## config.mk

```make
export PLATFORM = sky130hd
export DESIGN_NAME = tank_drive_mapper
export DESIGN_NICKNAME = d
export VERILOG_FILES = /design/src/rtl/tank_drive_mapper.sv
export SDC_FILE = /design/constraint.sdc
export NUM_CORES = 1
export LEC_CHECK = 0
export CAP_MARGIN = 25
export CORE_MARGIN = 2
export CORE_UTILIZATION = 44
export CTS_CLUSTER_SIZE = 14
export DETAILED_ROUTE_END_ITERATION = 12
export DONT_BUFFER_PORTS = 1
export HOLD_SLACK_MARGIN = 0.06
export PLACE_DENSITY = 0.61
export SYNTH_ARGS = -nofsm -noshare
export SYNTH_HDL_FRONTEND = slang
export SYNTH_SLANG_ARGS = --single-unit
```

## constraint.sdc

```tcl
create_clock -name clk_sys -period 3.8 [get_ports clk_sys]
set_input_delay 0.38 -clock clk_sys [delete_from_list [all_inputs] [get_ports clk_sys]]
set_output_delay 0.38 -clock clk_sys [all_outputs]
set_load 0.02 [all_outputs]
```

## src/rtl/tank_drive_mapper.sv

```systemverilog
// Maps debounced per-player 4-way joystick + fire onto two-level tank track commands,
// with selectable drive modes, PWM half-speed diagonals and a per-track reversal guard.
module tank_drive_mapper #(
   parameter int NUM_PLAYERS     = 2,
   parameter int DEBOUNCE_CYCLES = 4,
   parameter int PWM_BITS        = 3,
   parameter int GUARD_CYCLES    = 2
) (
   input  logic                     clk_sys,
   input  logic                     reset,
   input  logic                     ce,
   input  logic [1:0]               mode,
   input  logic [5*NUM_PLAYERS-1:0] joy_in,
   output logic [NUM_PLAYERS-1:0]   trk_l_fw,
   output logic [NUM_PLAYERS-1:0]   trk_l_bk,
   output logic [NUM_PLAYERS-1:0]   trk_r_fw,
   output logic [NUM_PLAYERS-1:0]   trk_r_bk,
   output logic [NUM_PLAYERS-1:0]   fire_out,
   output logic [NUM_PLAYERS-1:0]   active
);

   localparam int NB = 5 * NUM_PLAYERS;
   localparam int NT = 2 * NUM_PLAYERS;  // track 2p = left, 2p+1 = right

   typedef enum logic [1:0] {
      DIR_STOP = 2'd0,
      DIR_FW   = 2'd1,
      DIR_BK   = 2'd2
   } dir_t;

   typedef struct packed {
      dir_t l;
      dir_t r;
   } pair_t;

   logic [NB-1:0]       db_q;
   logic [7:0]          db_cnt [NB];
   logic [PWM_BITS-1:0] pwm_cnt;
   logic [1:0]          mode_q;
   dir_t                last_dir [NT];
   logic [7:0]          guard_cnt [NT];

   pair_t                  pairs [NUM_PLAYERS];
   dir_t                   req [NT];
   logic [NUM_PLAYERS-1:0] dir_valid;
   dir_t                   drv [NT];
   dir_t                   last_nx [NT];
   logic [7:0]             guard_nx [NT];

   function automatic logic is_neutral(input logic [3:0] udlr);
      // Any opposing pair is neutral; three or four bits always contain one.
      return (udlr[3] && udlr[2]) || (udlr[1] && udlr[0]);
   endfunction

   function automatic pair_t map_dir(input logic [3:0] udlr, input logic [1:0] md,
                                     input logic pwm_off);
      pair_t pr;
      logic  diag;
      pr   = '{DIR_STOP, DIR_STOP};
      diag = (udlr[3] || udlr[2]) && (udlr[1] || udlr[0]);
      if (is_neutral(udlr)) begin
         pr = '{DIR_STOP, DIR_STOP};
      end else if (md == 2'd1 && udlr[3]) begin
         pr = '{DIR_FW, DIR_FW};
      end else if (md == 2'd1 && udlr[2]) begin
         pr = '{DIR_BK, DIR_BK};
      end else begin
         case (udlr)
            4'b1000: pr = '{DIR_FW,   DIR_FW};
            4'b1010: pr = '{DIR_STOP, DIR_FW};
            4'b1001: pr = '{DIR_FW,   DIR_STOP};
            4'b0001: pr = '{DIR_FW,   DIR_BK};
            4'b0101: pr = '{DIR_BK,   DIR_STOP};
            4'b0100: pr = '{DIR_BK,   DIR_BK};
            4'b0110: pr = '{DIR_STOP, DIR_BK};
            4'b0010: pr = '{DIR_BK,   DIR_FW};
            default: pr = '{DIR_STOP, DIR_STOP};
         endcase
      end
      if (md == 2'd2 && diag && pwm_off) pr = '{DIR_STOP, DIR_STOP};
      return pr;
   endfunction

   always_ff @(posedge clk_sys) begin
      if (reset) begin
         db_q <= '0;
         for (int i = 0; i < NB; i++) db_cnt[i] <= '0;
      end else if (ce) begin
         for (int i = 0; i < NB; i++) begin
            if (joy_in[i] == db_q[i]) begin
               db_cnt[i] <= '0;
            end else if (db_cnt[i] == 8'(DEBOUNCE_CYCLES - 1)) begin
               db_q[i]   <= joy_in[i];
               db_cnt[i] <= '0;
            end else begin
               db_cnt[i] <= db_cnt[i] + 8'd1;
            end
         end
      end
   end

   // The half-speed phase restarts whenever the mode input changes, ce or not.
   always_ff @(posedge clk_sys) begin
      if (reset) begin
         pwm_cnt <= '0;
         mode_q  <= '0;
      end else begin
         mode_q <= mode;
         if (mode != mode_q) pwm_cnt <= '0;
         else if (ce)        pwm_cnt <= pwm_cnt + 1'b1;
      end
   end

   always_comb begin
      // NOTE: every combinational output gets a default first so no path can infer a latch.
      dir_valid = '0;
      for (int p = 0; p < NUM_PLAYERS; p++) begin
         pairs[p]      = map_dir(db_q[5*p +: 4], mode, pwm_cnt[PWM_BITS-1]);
         req[2*p]      = pairs[p].l;
         req[2*p+1]    = pairs[p].r;
         dir_valid[p]  = (|db_q[5*p +: 4]) && !is_neutral(db_q[5*p +: 4]);
      end
   end

   // Reversal guard: last_dir holds the direction being protected while guard_cnt is non-zero.
   always_comb begin
      for (int t = 0; t < NT; t++) begin
         drv[t]      = req[t];
         last_nx[t]  = last_dir[t];
         guard_nx[t] = guard_cnt[t];
         if (guard_cnt[t] != 8'd0) begin
            if (req[t] == last_dir[t] || req[t] == DIR_STOP) begin
               last_nx[t]  = req[t];
               guard_nx[t] = 8'd0;
            end else begin
               drv[t] = DIR_STOP;
               if (ce) begin
                  if (guard_cnt[t] == 8'd1) begin
                     drv[t]      = req[t];
                     last_nx[t]  = req[t];
                     guard_nx[t] = 8'd0;
                  end else begin
                     guard_nx[t] = guard_cnt[t] - 8'd1;
                  end
               end
            end
         end else if (GUARD_CYCLES != 0 && req[t] != DIR_STOP &&
                      last_dir[t] != DIR_STOP && req[t] != last_dir[t]) begin
            drv[t]      = DIR_STOP;
            guard_nx[t] = 8'(GUARD_CYCLES);
         end else begin
            last_nx[t] = req[t];
         end
      end
   end

   always_ff @(posedge clk_sys) begin
      if (reset) begin
         trk_l_fw <= '0;
         trk_l_bk <= '0;
         trk_r_fw <= '0;
         trk_r_bk <= '0;
         fire_out <= '0;
         active   <= '0;
         for (int t = 0; t < NT; t++) begin
            last_dir[t]  <= DIR_STOP;
            guard_cnt[t] <= '0;
         end
      end else begin
         for (int p = 0; p < NUM_PLAYERS; p++) begin
            trk_l_fw[p] <= (drv[2*p]   == DIR_FW);
            trk_l_bk[p] <= (drv[2*p]   == DIR_BK);
            trk_r_fw[p] <= (drv[2*p+1] == DIR_FW);
            trk_r_bk[p] <= (drv[2*p+1] == DIR_BK);
            fire_out[p] <= db_q[5*p+4];
            active[p]   <= dir_valid[p];
         end
         for (int t = 0; t < NT; t++) begin
            last_dir[t]  <= last_nx[t];
            guard_cnt[t] <= guard_nx[t];
         end
      end
   end

endmodule
```

Word level (Yosys, flattened, before mapping)
Memory sizes are Yosys's and may differ from the RTL's.
Index checks and enable logic that the tools add are counted.
{"block": "op_classes", "n_addsub": 15, "n_eq_ne": 43, "muxes": 249, "bitwise_logic": 48, "n_reduce_logical": 65}
{"operator": "two-way mux 8 bit", "n": 54}
{"operator": "two-way mux 1 bit", "n": 143}
{"operator": "two-way mux 2 bit", "n": 44}
{"operator": "adder 8 x 1 -> 8 bit, second input constant", "n": 10}
{"operator": "equality test 8 x 2 -> 1 bit, second input constant", "n": 10}
{"operator": "bitwise OR 1 bit", "n": 38}
{"operator": "equality test 8 x 1 -> 1 bit, second input constant", "n": 4}
{"operator": "two-way mux 4 bit", "n": 8}
{"operator": "nonzero test 8 bit", "n": 4}
{"operator": "subtractor 8 x 1 -> 8 bit, second input constant", "n": 4}
{"operator": "AND reduction 3 bit", "n": 10}
{"operator": "logical AND 1 bit", "n": 24}
{"operator": "nonzero test 2 bit", "n": 8}
{"operator": "equality test 1 bit", "n": 10}
{"operator": "equality test 2 x 1 -> 1 bit, second input constant", "n": 5}
{"operator": "equality test 2 bit, second input constant", "n": 5}
{"operator": "logical OR 1 bit", "n": 10}
{"operator": "inequality test 2 bit", "n": 5}
{"operator": "NOT 1 bit", "n": 10}
{"operator": "equality test 2 bit", "n": 4}
{"operator": "zero test 2 bit", "n": 4}
{"operator": "OR reduction 4 bit", "n": 2}
{"operator": "adder 3 x 1 -> 3 bit, second input constant", "n": 1}
{"operator": "zero test 1 bit", "n": 2}
{"operator": "OR reduction 2 bit", "n": 1}
{"block": "totals", "regBits": 27, "ram_bits": 120, "romBits": 128, "inputBits": 15, "output_inout_bits": 12, "elab_cells": 443, "memories": 5}
{"name": "db_cnt", "depth": 10, "word_bits": 8, "read_ports": 10, "rd_ports_with_merged_regs": 0, "write_ports": 10, "line": "37", "text": "logic [7:0] db_cnt [NB];"}
{"name": "(name not given)", "depth": 16, "word_bits": 4, "read_ports": 1, "rd_ports_with_merged_regs": 0, "write_ports": 0, "line": "68", "text": "case (udlr)"}
{"name": "(name not given)", "depth": 16, "word_bits": 4, "read_ports": 1, "rd_ports_with_merged_regs": 0, "write_ports": 0, "line": "68"}
{"name": "guard_cnt", "depth": 4, "word_bits": 8, "read_ports": 4, "rd_ports_with_merged_regs": 0, "write_ports": 4, "line": "41", "text": "logic [7:0] guard_cnt [NT];"}
{"name": "last_dir", "depth": 4, "word_bits": 2, "read_ports": 4, "rd_ports_with_merged_regs": 0, "write_ports": 4, "line": "40", "text": "dir_t last_dir [NT];"}

Longest topological paths before layout
Gate-level depths: netlist of run 1.
{"block": "depth", "depth_word": 12, "depth_mapped": 9, "mapped_depth_nobuf": 8}

Worst setup path before layout of run 1
No wires, ideal clock.
{"block": "synth_path", "path_type": "input-to-reg", "startpoint": "in ce", "endpoint": "mem db_cnt[0][0] (enable)", "setup_ns": 0.404, "arrival_ns": 2.353, "slack_ns": 1.044, "path_stages": 4, "path_cell_list": "clkbuf_1 clkbuf_1 clkbuf_1 or2_2"}
{"element": "start: declaration", "line": "11", "text": "input logic ce,"}
{"element": "end: declaration", "line": "37"}

==> results of run 1 <==
sequential cells by signal (all words and copies together) (netlist names):
signal / flops
trk_l_fw: 2
mode_q: 2
fire_out: 2
active: 2
db_cnt: 80
trk_l_bk: 2
trk_r_bk: 2
guard_cnt: 32
db_q: 10
trk_r_fw: 2
last_dir: 8
pwm_cnt: 3
where the power goes:
part	leakage (nW)	switching [mW]	internal, mW
sequential	1.43	0.118	1.79
combinational	1.59	0.756	0.604
clock	0.295	0.729	0.987
routing by layer:
layer,GRT usage [%],vias to the layer above,part of all wire [%]
li1,-,3251,-
met1,25.1,3065,50
met2,28.0,86,44
met3,4.59,14,3.9
met4,6.04,0,1.4
met5,0,-,0
final timing paths:
check	end	cells past startpoint	from
max	guard_cnt[0][2]	8	guard_cnt[0][0]
min	db_q[8]	2	joy_in[8]
max reg2reg	guard_cnt[0][2]	8	guard_cnt[0][0]
min reg2reg	db_q[9]	2	db_q[9]
logic make-up after synthesis:
group           Yosys count
simple gates            408
flops                   147
mux                      20
xor+xnor                 74
fa+ha+maj                19
compound gates          148
buf+inv                  74
cells in the final DEF (no fill, tap or decap), types with 4 or more instances in the layout:
cell type and n:
sky130_fd_sc_hd__nor2_1 110, sky130_fd_sc_hd__edfxtp_1 80, sky130_fd_sc_hd__nand3_1 72, sky130_fd_sc_hd__dfxtp_1 67
sky130_fd_sc_hd__nand2_1 52, sky130_fd_sc_hd__xor2_1 47, sky130_fd_sc_hd__a21oi_1 37, sky130_fd_sc_hd__inv_1 34
sky130_fd_sc_hd__xnor2_1 27, sky130_fd_sc_hd__and3_1 23, sky130_fd_sc_hd__nor3_1 22, sky130_fd_sc_hd__or3_1 19
sky130_fd_sc_hd__ha_1 19, sky130_fd_sc_hd__nor4_1 18, sky130_fd_sc_hd__mux2i_1 17, sky130_fd_sc_hd__clkbuf_16 17
sky130_fd_sc_hd__nand4_1 15, sky130_fd_sc_hd__o21ai_0 13, sky130_fd_sc_hd__nand4b_1 12, sky130_fd_sc_hd__nand2b_1 10
sky130_fd_sc_hd__a211oi_1 10, sky130_fd_sc_hd__nor2b_1 8, sky130_fd_sc_hd__a32oi_1 8, sky130_fd_sc_hd__or4b_2 7
sky130_fd_sc_hd__a31oi_1 7, sky130_fd_sc_hd__and2_1 6, sky130_fd_sc_hd__nor3b_1 6, sky130_fd_sc_hd__a21o_1 5
sky130_fd_sc_hd__o21bai_1 5, sky130_fd_sc_hd__o32ai_1 5, sky130_fd_sc_hd__o31ai_1 5, sky130_fd_sc_hd__inv_6 5
sky130_fd_sc_hd__or3b_2 4, sky130_fd_sc_hd__o21ai_1 4
stage by stage:
stage               hold WS (ns)  instances
global placement           0.462       1111
finish                     0.102       1146
CTS                       0.0608       1144
global route              0.0836       1146
detailed placement         0.464       1111
floorplan                  0.457        890
area by class of cell:
| class | count | area (um2) |
|---|---|---|
| fillers | 1774 | 9590 |
| multi-input cells | 669 | 4400 |
| flip-flops and latches | 147 | 3740 |
| clock buffers | 17 | 425 |
| well taps | 260 | 325 |
| clock inverters | 15 | 169 |
| inverters | 34 | 128 |
| repair buffers | 4 | 45.0 |
==> summary.md, run 1 <==
| Metric | Value |
|---|---|
| Outcome | `finished, final reports clean` |
| Post-synthesis instance total | `890` |
| Global-route wire length before repair | `29.9 mm` |
| Commonest cells in the synthesized netlist | `sky130_fd_sc_hd__nor2_1, sky130_fd_sc_hd__edfxtp_1, sky130_fd_sc_hd__nand3_1` |
| Largest cells by area after synthesis | `sky130_fd_sc_hd__edfxtp_1, sky130_fd_sc_hd__dfxtp_1, sky130_fd_sc_hd__nor2_1` |
| Count of antenna diodes in the layout | `0` |
| CP endpoint kind | `flip-flop` |
| Top-Level Pins | `27` |
| Finished Cell Area | `9240 um2` |
| Post-placement worst setup slack | `1.12 ns` |
| Clock Skew | `0.00956 ns` |
| Initial cell density of the core | `45.1%` |
| Width of the die | `143 um` |
| Number of nets in the layout | `907` |
| Worst-path clk slew | `0.07 ns` |
| Final critical delay including setup and external delays | `2.74 ns` |
| Average size of a mapped cell | `9.53 um2` |
| Global-route usage over all layers | `18.2%` |
| Final RePlAce weighted congestion | `0.812` |
| Clk Latency, worst-skew pair | `0.43 ns` |
| Number of DRC violations after detailed-routing iteration 0 | `439` |
| Simple logic cell fraction of the synthesized area | `25.6%` |
| Total CTS buffers | `17` |
| Remaining antenna violation count | `0` |
| Hold buffers post-CTS | `1` |
| Number of enable-type register cells in the synthesized netlist | `80` |
| Worst-case setup margin in the final layout | `1.06 ns` |
| Start-to-end type of the worst setup path | `flip-flop to flip-flop` |
| Die span in y | `143 um` |
| Pre-Repair DR Iteration Count | `4` |
| Vias post-DR | `6416` |
| Max FO, Critical Path | `13` |
| Reg-to-reg slack, setup | `1.06 ns` |
| Area fraction in compound gates after synthesis | `13.4%` |
| Leading register cell type out of synthesis | `sky130_fd_sc_hd__edfxtp_1` |
| Gates resized, CTS repair | `0` |
| Cell type group with the largest total delay on the critical path | `simple AND/OR/NAND/NOR gates` |
| Transition at the pin with the smallest max-transition slack | `1.07 ns` |
| Worst-path cell with the longest stage delay | `sky130_fd_sc_hd__a31oi_1` |
| # clock sinks | `147` |
| Setup repair after global routing missed its margin | `false` |
| Peak Freq | `365 MHz` |
| Count of final setup violators | `0` |
| Portion of netlist area occupied by mux cells | `2.40%` |
| CP max stage delay | `0.80 ns` |
| Antenna violations before repair | `0` |
| Slew margin rel. | `28.3%` |
| FF+latch count, synth | `147` |
| Sum of negative setup slack | `0 ns` |
| Top cell type's share of synthesized area | `28.3%` |
| Part of the Yosys area used for sequential elements | `44.1%` |
| Async set or reset register ratio after synthesis | `0%` |
| Distinct cell type count of the synthesized netlist | `85` |
| Number of rows created at floorplan | `50` |
| Max-slew violations | `0` |
| Data required time at the worst endpoint | `4.15 ns` |
| Cell with the most instances after synthesis | `sky130_fd_sc_hd__nor2_1` |
| PwrDens | `540 nW/um2` |
| Clock tree from TritonCTS | `done` |
| Synthesized Nets | `924` |
| IO buf count | `0` |
| Count of buffer and inverter cells on the critical path | `1` |
| Worst setup SP type | `flip-flop` |
| Maximum ir drop on the vdd rail | `405 uV` |
| Total leakage power | `3.31 nW` |
| Adder-cell share of the synthesized area | `2.80%` |
| Final period utilization | `72.1%` |
| Routed Wire Length | `17.8 mm` |
| Post-layout utilization of the core | `49.1%` |
| Area of placed instances | `8610 um2` |
| Layout-stage area growth over the synthesis result | `8.88%` |
| Count of maximum capacitance violations | `0` |
| Worst min-delay path category | `primary input to flip-flop` |
| Layout cell share with drive strength beyond 1 | `9.59%` |
| WL per Instance | `15.5 um` |
| Residual DRC | `0` |
| Arrival time at the worst endpoint | `3.09 ns` |
| Ordered list of cells on the worst path | `inv_1 -> ha_1 -> or3b_2 -> nor2_8 -> nor3_1 -> a31oi_1 -> nand4_1 -> mux2i_1` |
| Maximum level of the CTS H-tree | `4` |
| Area share of xor/xnor cells in the synthesized design | `7.64%` |
| Overall die area | `20400 um2` |
| # Post-CTS Setup Buffers | `0` |
| Total number of yosys warnings | `0` |
| Synth Cell Area | `8480 um2` |
| Maximum number of pins on one net before global-route repair | `63` |
| Via count of the first global-routing pass | `5958` |
| Max Buffers Root-to-Sink | `2` |
| Pwr Total | `4.98 mW` |
| Hold violation count in the final report | `0` |
| Main combinational cell family by area after synthesis | `simple AND/OR/NAND/NOR gates` |
| Dominant cell type by area after synthesis | `sky130_fd_sc_hd__edfxtp_1` |
| Via density per instance | `5.60` |
| CTS Root Cell | `sky130_fd_sc_hd__clkbuf_16` |
| Core Region | `18800 um2` |
| Overall overflow remaining after global route | `0` |
| Detailed Place HPWL | `11.6 mm` |
(Power assumes the default switching activity.)
==> run 2: changes to the inputs <==
- ABC_AREA: unset -> 1
- PLACE_DENSITY: 0.61 -> 0.63
- clock period: 3.8 -> 2.3 ns (I/O delays scaled with it)
==> summary.md, run 2 <==
| Metric | Value |
|---|---|
| Outcome | `finished, final reports clean` |
| Number of rows created at floorplan | `50` |
| Net Sw Power | `2.74 mW` |
| Synth Cell Area | `8450 um2` |
| Maximum ir drop on the vdd rail | `454 uV` |
| Max FO, Critical Path | `4` |
| Final period utilization | `89.9%` |
| Remaining antenna violation count | `0` |
| Arrival time at the worst endpoint | `2.38 ns` |
| Worst Hold Path EP | `db_cnt[9][5]` |
| Overall die area | `20300 um2` |
| Max-slew violations | `0` |
| Top-Level Pins | `27` |
| Slew margin rel. | `63.9%` |
| Final RePlAce weighted congestion | `0.852` |
| # clock sinks | `147` |
| Total leakage power | `3.96 nW` |
| IO buf count | `0` |
| Via density per instance | `5.03` |
| Pre-Repair DR Iteration Count | `5` |
| Peak Freq | `484 MHz` |
| Commonest cells in the synthesized netlist | `sky130_fd_sc_hd__nand2_1, sky130_fd_sc_hd__nor2_1, sky130_fd_sc_hd__inv_1` |
| CP endpoint kind | `flip-flop` |
| PwrDens | `873 nW/um2` |
| Non-filler cells, final | `1388` |
| Distinct cell type count of the synthesized netlist | `38` |
| Via count of the first global-routing pass | `6522` |
| Hold violation count in the final report | `0` |
| Most frequent cells in the layout | `sky130_fd_sc_hd__nand2_1, sky130_fd_sc_hd__nor2_1, sky130_fd_sc_hd__inv_1` |
| Worst setup SP type | `flip-flop` |
| Cell depth of the worst min-delay path | `3` |
| Number of nets in the layout | `1175` |
| Total CTS buffers | `17` |
| Overall overflow remaining after global route | `0` |
| Count of maximum capacitance violations | `0` |
| FF-to-FF End | `db_q[5]` |
| Worst reg2reg path startpoint | `db_cnt[5][0]` |
| Maximum level of the CTS H-tree | `4` |
| Total number of yosys warnings | `0` |
| WL per Instance | `12.6 um` |
| Cell with the most instances after synthesis | `sky130_fd_sc_hd__nand2_1` |
| Gate power share | `26.7%` |
| Count of final setup violators | `0` |
| Worst hold start | `reset` |
| Part of the Yosys area used for sequential elements | `44.3%` |
| Max Buffers Root-to-Sink | `2` |
| Worst reg-to-reg path cell count | `7` |
| Clock Skew | `0.00766 ns` |
| Cell total after placement | `1338` |
| Global-route usage over all layers | `18.3%` |
| Reg-to-reg slack, setup | `0.23 ns` |
| FF+latch count, synth | `147` |
| Part of the power in the clock network | `36.2%` |
| Clock tree from TritonCTS | `done` |
| Core Region | `18800 um2` |
| Data required time at the worst endpoint | `2.61 ns` |
| Worst-path clk slew | `0.06 ns` |
| CTS Root Cell | `sky130_fd_sc_hd__clkbuf_16` |
| Sum of negative setup slack | `0 ns` |
| Worst min-delay path category | `primary input to flip-flop` |
| Synthesized Nets | `1140` |
| Registers with the highest flip-flop counts | `db_cnt x80, guard_cnt x32, db_q x10` |
| Number of enable-type register cells in the synthesized netlist | `80` |
| Layout-stage area growth over the synthesis result | `13.7%` |
| Width of the die | `143 um` |
| Layout cell share with drive strength beyond 1 | `8.06%` |
| Global-route wire length before repair | `29.9 mm` |
| Largest Register | `db_cnt` |
| Proportion of power drawn by flip-flops and latches | `37.1%` |
| Detailed Place HPWL | `11.9 mm` |
| Transition at the pin with the smallest max-transition slack | `0.539 ns` |
| Count of antenna diodes in the layout | `0` |
| Leading register cell type out of synthesis | `sky130_fd_sc_hd__edfxtp_1` |
| Largest cells by area after synthesis | `sky130_fd_sc_hd__edfxtp_1, sky130_fd_sc_hd__dfxtp_1, sky130_fd_sc_hd__nand2_1` |
| Setup repair after global routing missed its margin | `false` |
| Vias post-DR | `6988` |
| Max reg flops | `80` |
| Async set or reset register ratio after synthesis | `0%` |
| Clk Latency, worst-skew pair | `0.43 ns` |
| Post-synthesis instance total | `1106` |
| Number of DRC violations after detailed-routing iteration 0 | `417` |
| Antenna violations before repair | `0` |
| Routed Wire Length | `17.5 mm` |
| Maximum number of pins on one net before global-route repair | `49` |
| Filler Cells Inserted | `1766` |
| Share of total power consumed by net switching | `32.7%` |
| Initial cell density of the core | `45.0%` |
| Die span in y | `143 um` |
| Hold buffers post-CTS | `18` |
| Final critical delay including setup and external delays | `2.07 ns` |
| Gates resized, CTS repair | `0` |
| Start-to-end type of the worst setup path | `flip-flop to flip-flop` |
| Commonest non-fill, non-tap cell in the layout | `sky130_fd_sc_hd__nand2_1` |
| Dominant cell type by area after synthesis | `sky130_fd_sc_hd__edfxtp_1` |
| Design internal power | `5.65 mW` |
| Residual DRC | `0` |
| Top cell type's share of synthesized area | `28.4%` |
| Worst hold-check slack | `0.0856 ns` |
| Average size of a mapped cell | `7.64 um2` |
| # Post-CTS Setup Buffers | `0` |
[run 2: cell types whose count changed after synthesis, sizes merged, moves of 19 or more]
cell / change
inv: +131
nor2: +85
clkbuf: -23
nand2: +165
and3: -23
or3: -19
a21oi: +43
xor2: -26
[run 2: worst max-delay path, stage by stage (launching register included)]
cell and delay, ns:
sky130_fd_sc_hd__edfxtp_1 0.42, sky130_fd_sc_hd__ha_1 0.18, sky130_fd_sc_hd__inv_1 0.07, sky130_fd_sc_hd__nor4_1 0.39
sky130_fd_sc_hd__inv_1 0.12, sky130_fd_sc_hd__nor3_1 0.16, sky130_fd_sc_hd__nor3_1 0.06, sky130_fd_sc_hd__dlygate4sd3_1 0.55
[run 2: power groups by stage]
| stage | sequential (mW) | clock [mW] | combinational [mW] |
|---|---|---|---|
| finish | 3.11 | 3.03 | 2.24 |
| global route | 3.14 | 3.22 | 2.56 |
| CTS | 3.11 | 3.10 | 2.25 |
| detailed placement | 3.16 | 0 | 2.19 |
| global placement | 3.16 | 0 | 2.18 |
| floorplan | 3.12 | 0 | 1.80 |
[run 2: how the worst max path moves through the flow]
stage                      start               to  cells after the start  slack [ns]
detailed placement       db_q[2]  guard_cnt[0][1]                     14        0.39
finish              db_cnt[5][0]          db_q[5]                      7        0.23
global route        db_cnt[5][0]          db_q[5]                      7        0.06
global placement         db_q[2]  guard_cnt[0][1]                     14        0.39
floorplan                  reset     db_cnt[0][0]                      4        0.16
CTS                 db_cnt[5][0]          db_q[5]                      7        0.24
[run 2: final cells by class]
type                    count  area, um2  share of cell area (%)
multi-input cells         783       4040                    42.0
flip-flops and latches    147       3740                    39.0
inverters                 165        619                    6.45
clock buffers              19        433                    4.51
well taps                 234        293                    3.05
repair buffers             27        270                    2.81
clock inverters            13        208                    2.16
[run 2: per-stage QoR]
stage	worst slack (ns)	util [%]	total power, mW	area (um2)
floorplan	0.161	-	4.92	8450
global placement	0.388	46.7	5.33	8770
detailed placement	0.395	46.7	5.35	8770
CTS	0.240	51.2	8.45	9600
global route	0.0578	51.2	8.92	9600
finish	0.232	51.2	8.38	9600
[run 2: cell families (layout without fill, tap and decap cells)]
kind of cell    after synthesis  count (layout)  share of synthesized area [%]
buf+inv                     176             224                           8.00
simple gates                601             601                           32.9
flops                       147             147                           44.3
compound gates              132             132                           8.72
fa+ha+maj                    19              19                           2.81
xor+xnor                     31              31                           3.21
[run 2: per-layer routing]
layer | wire length, um | vias to the layer above | track usage (%)
met5 | 0 | - | 0
met1 | 8660 | 3166 | 24.2
li1 | - | 3718 | -
met2 | 7890 | 87 | 29.9
met4 | 198 | 0 | 5.00
met3 | 759 | 17 | 4.78
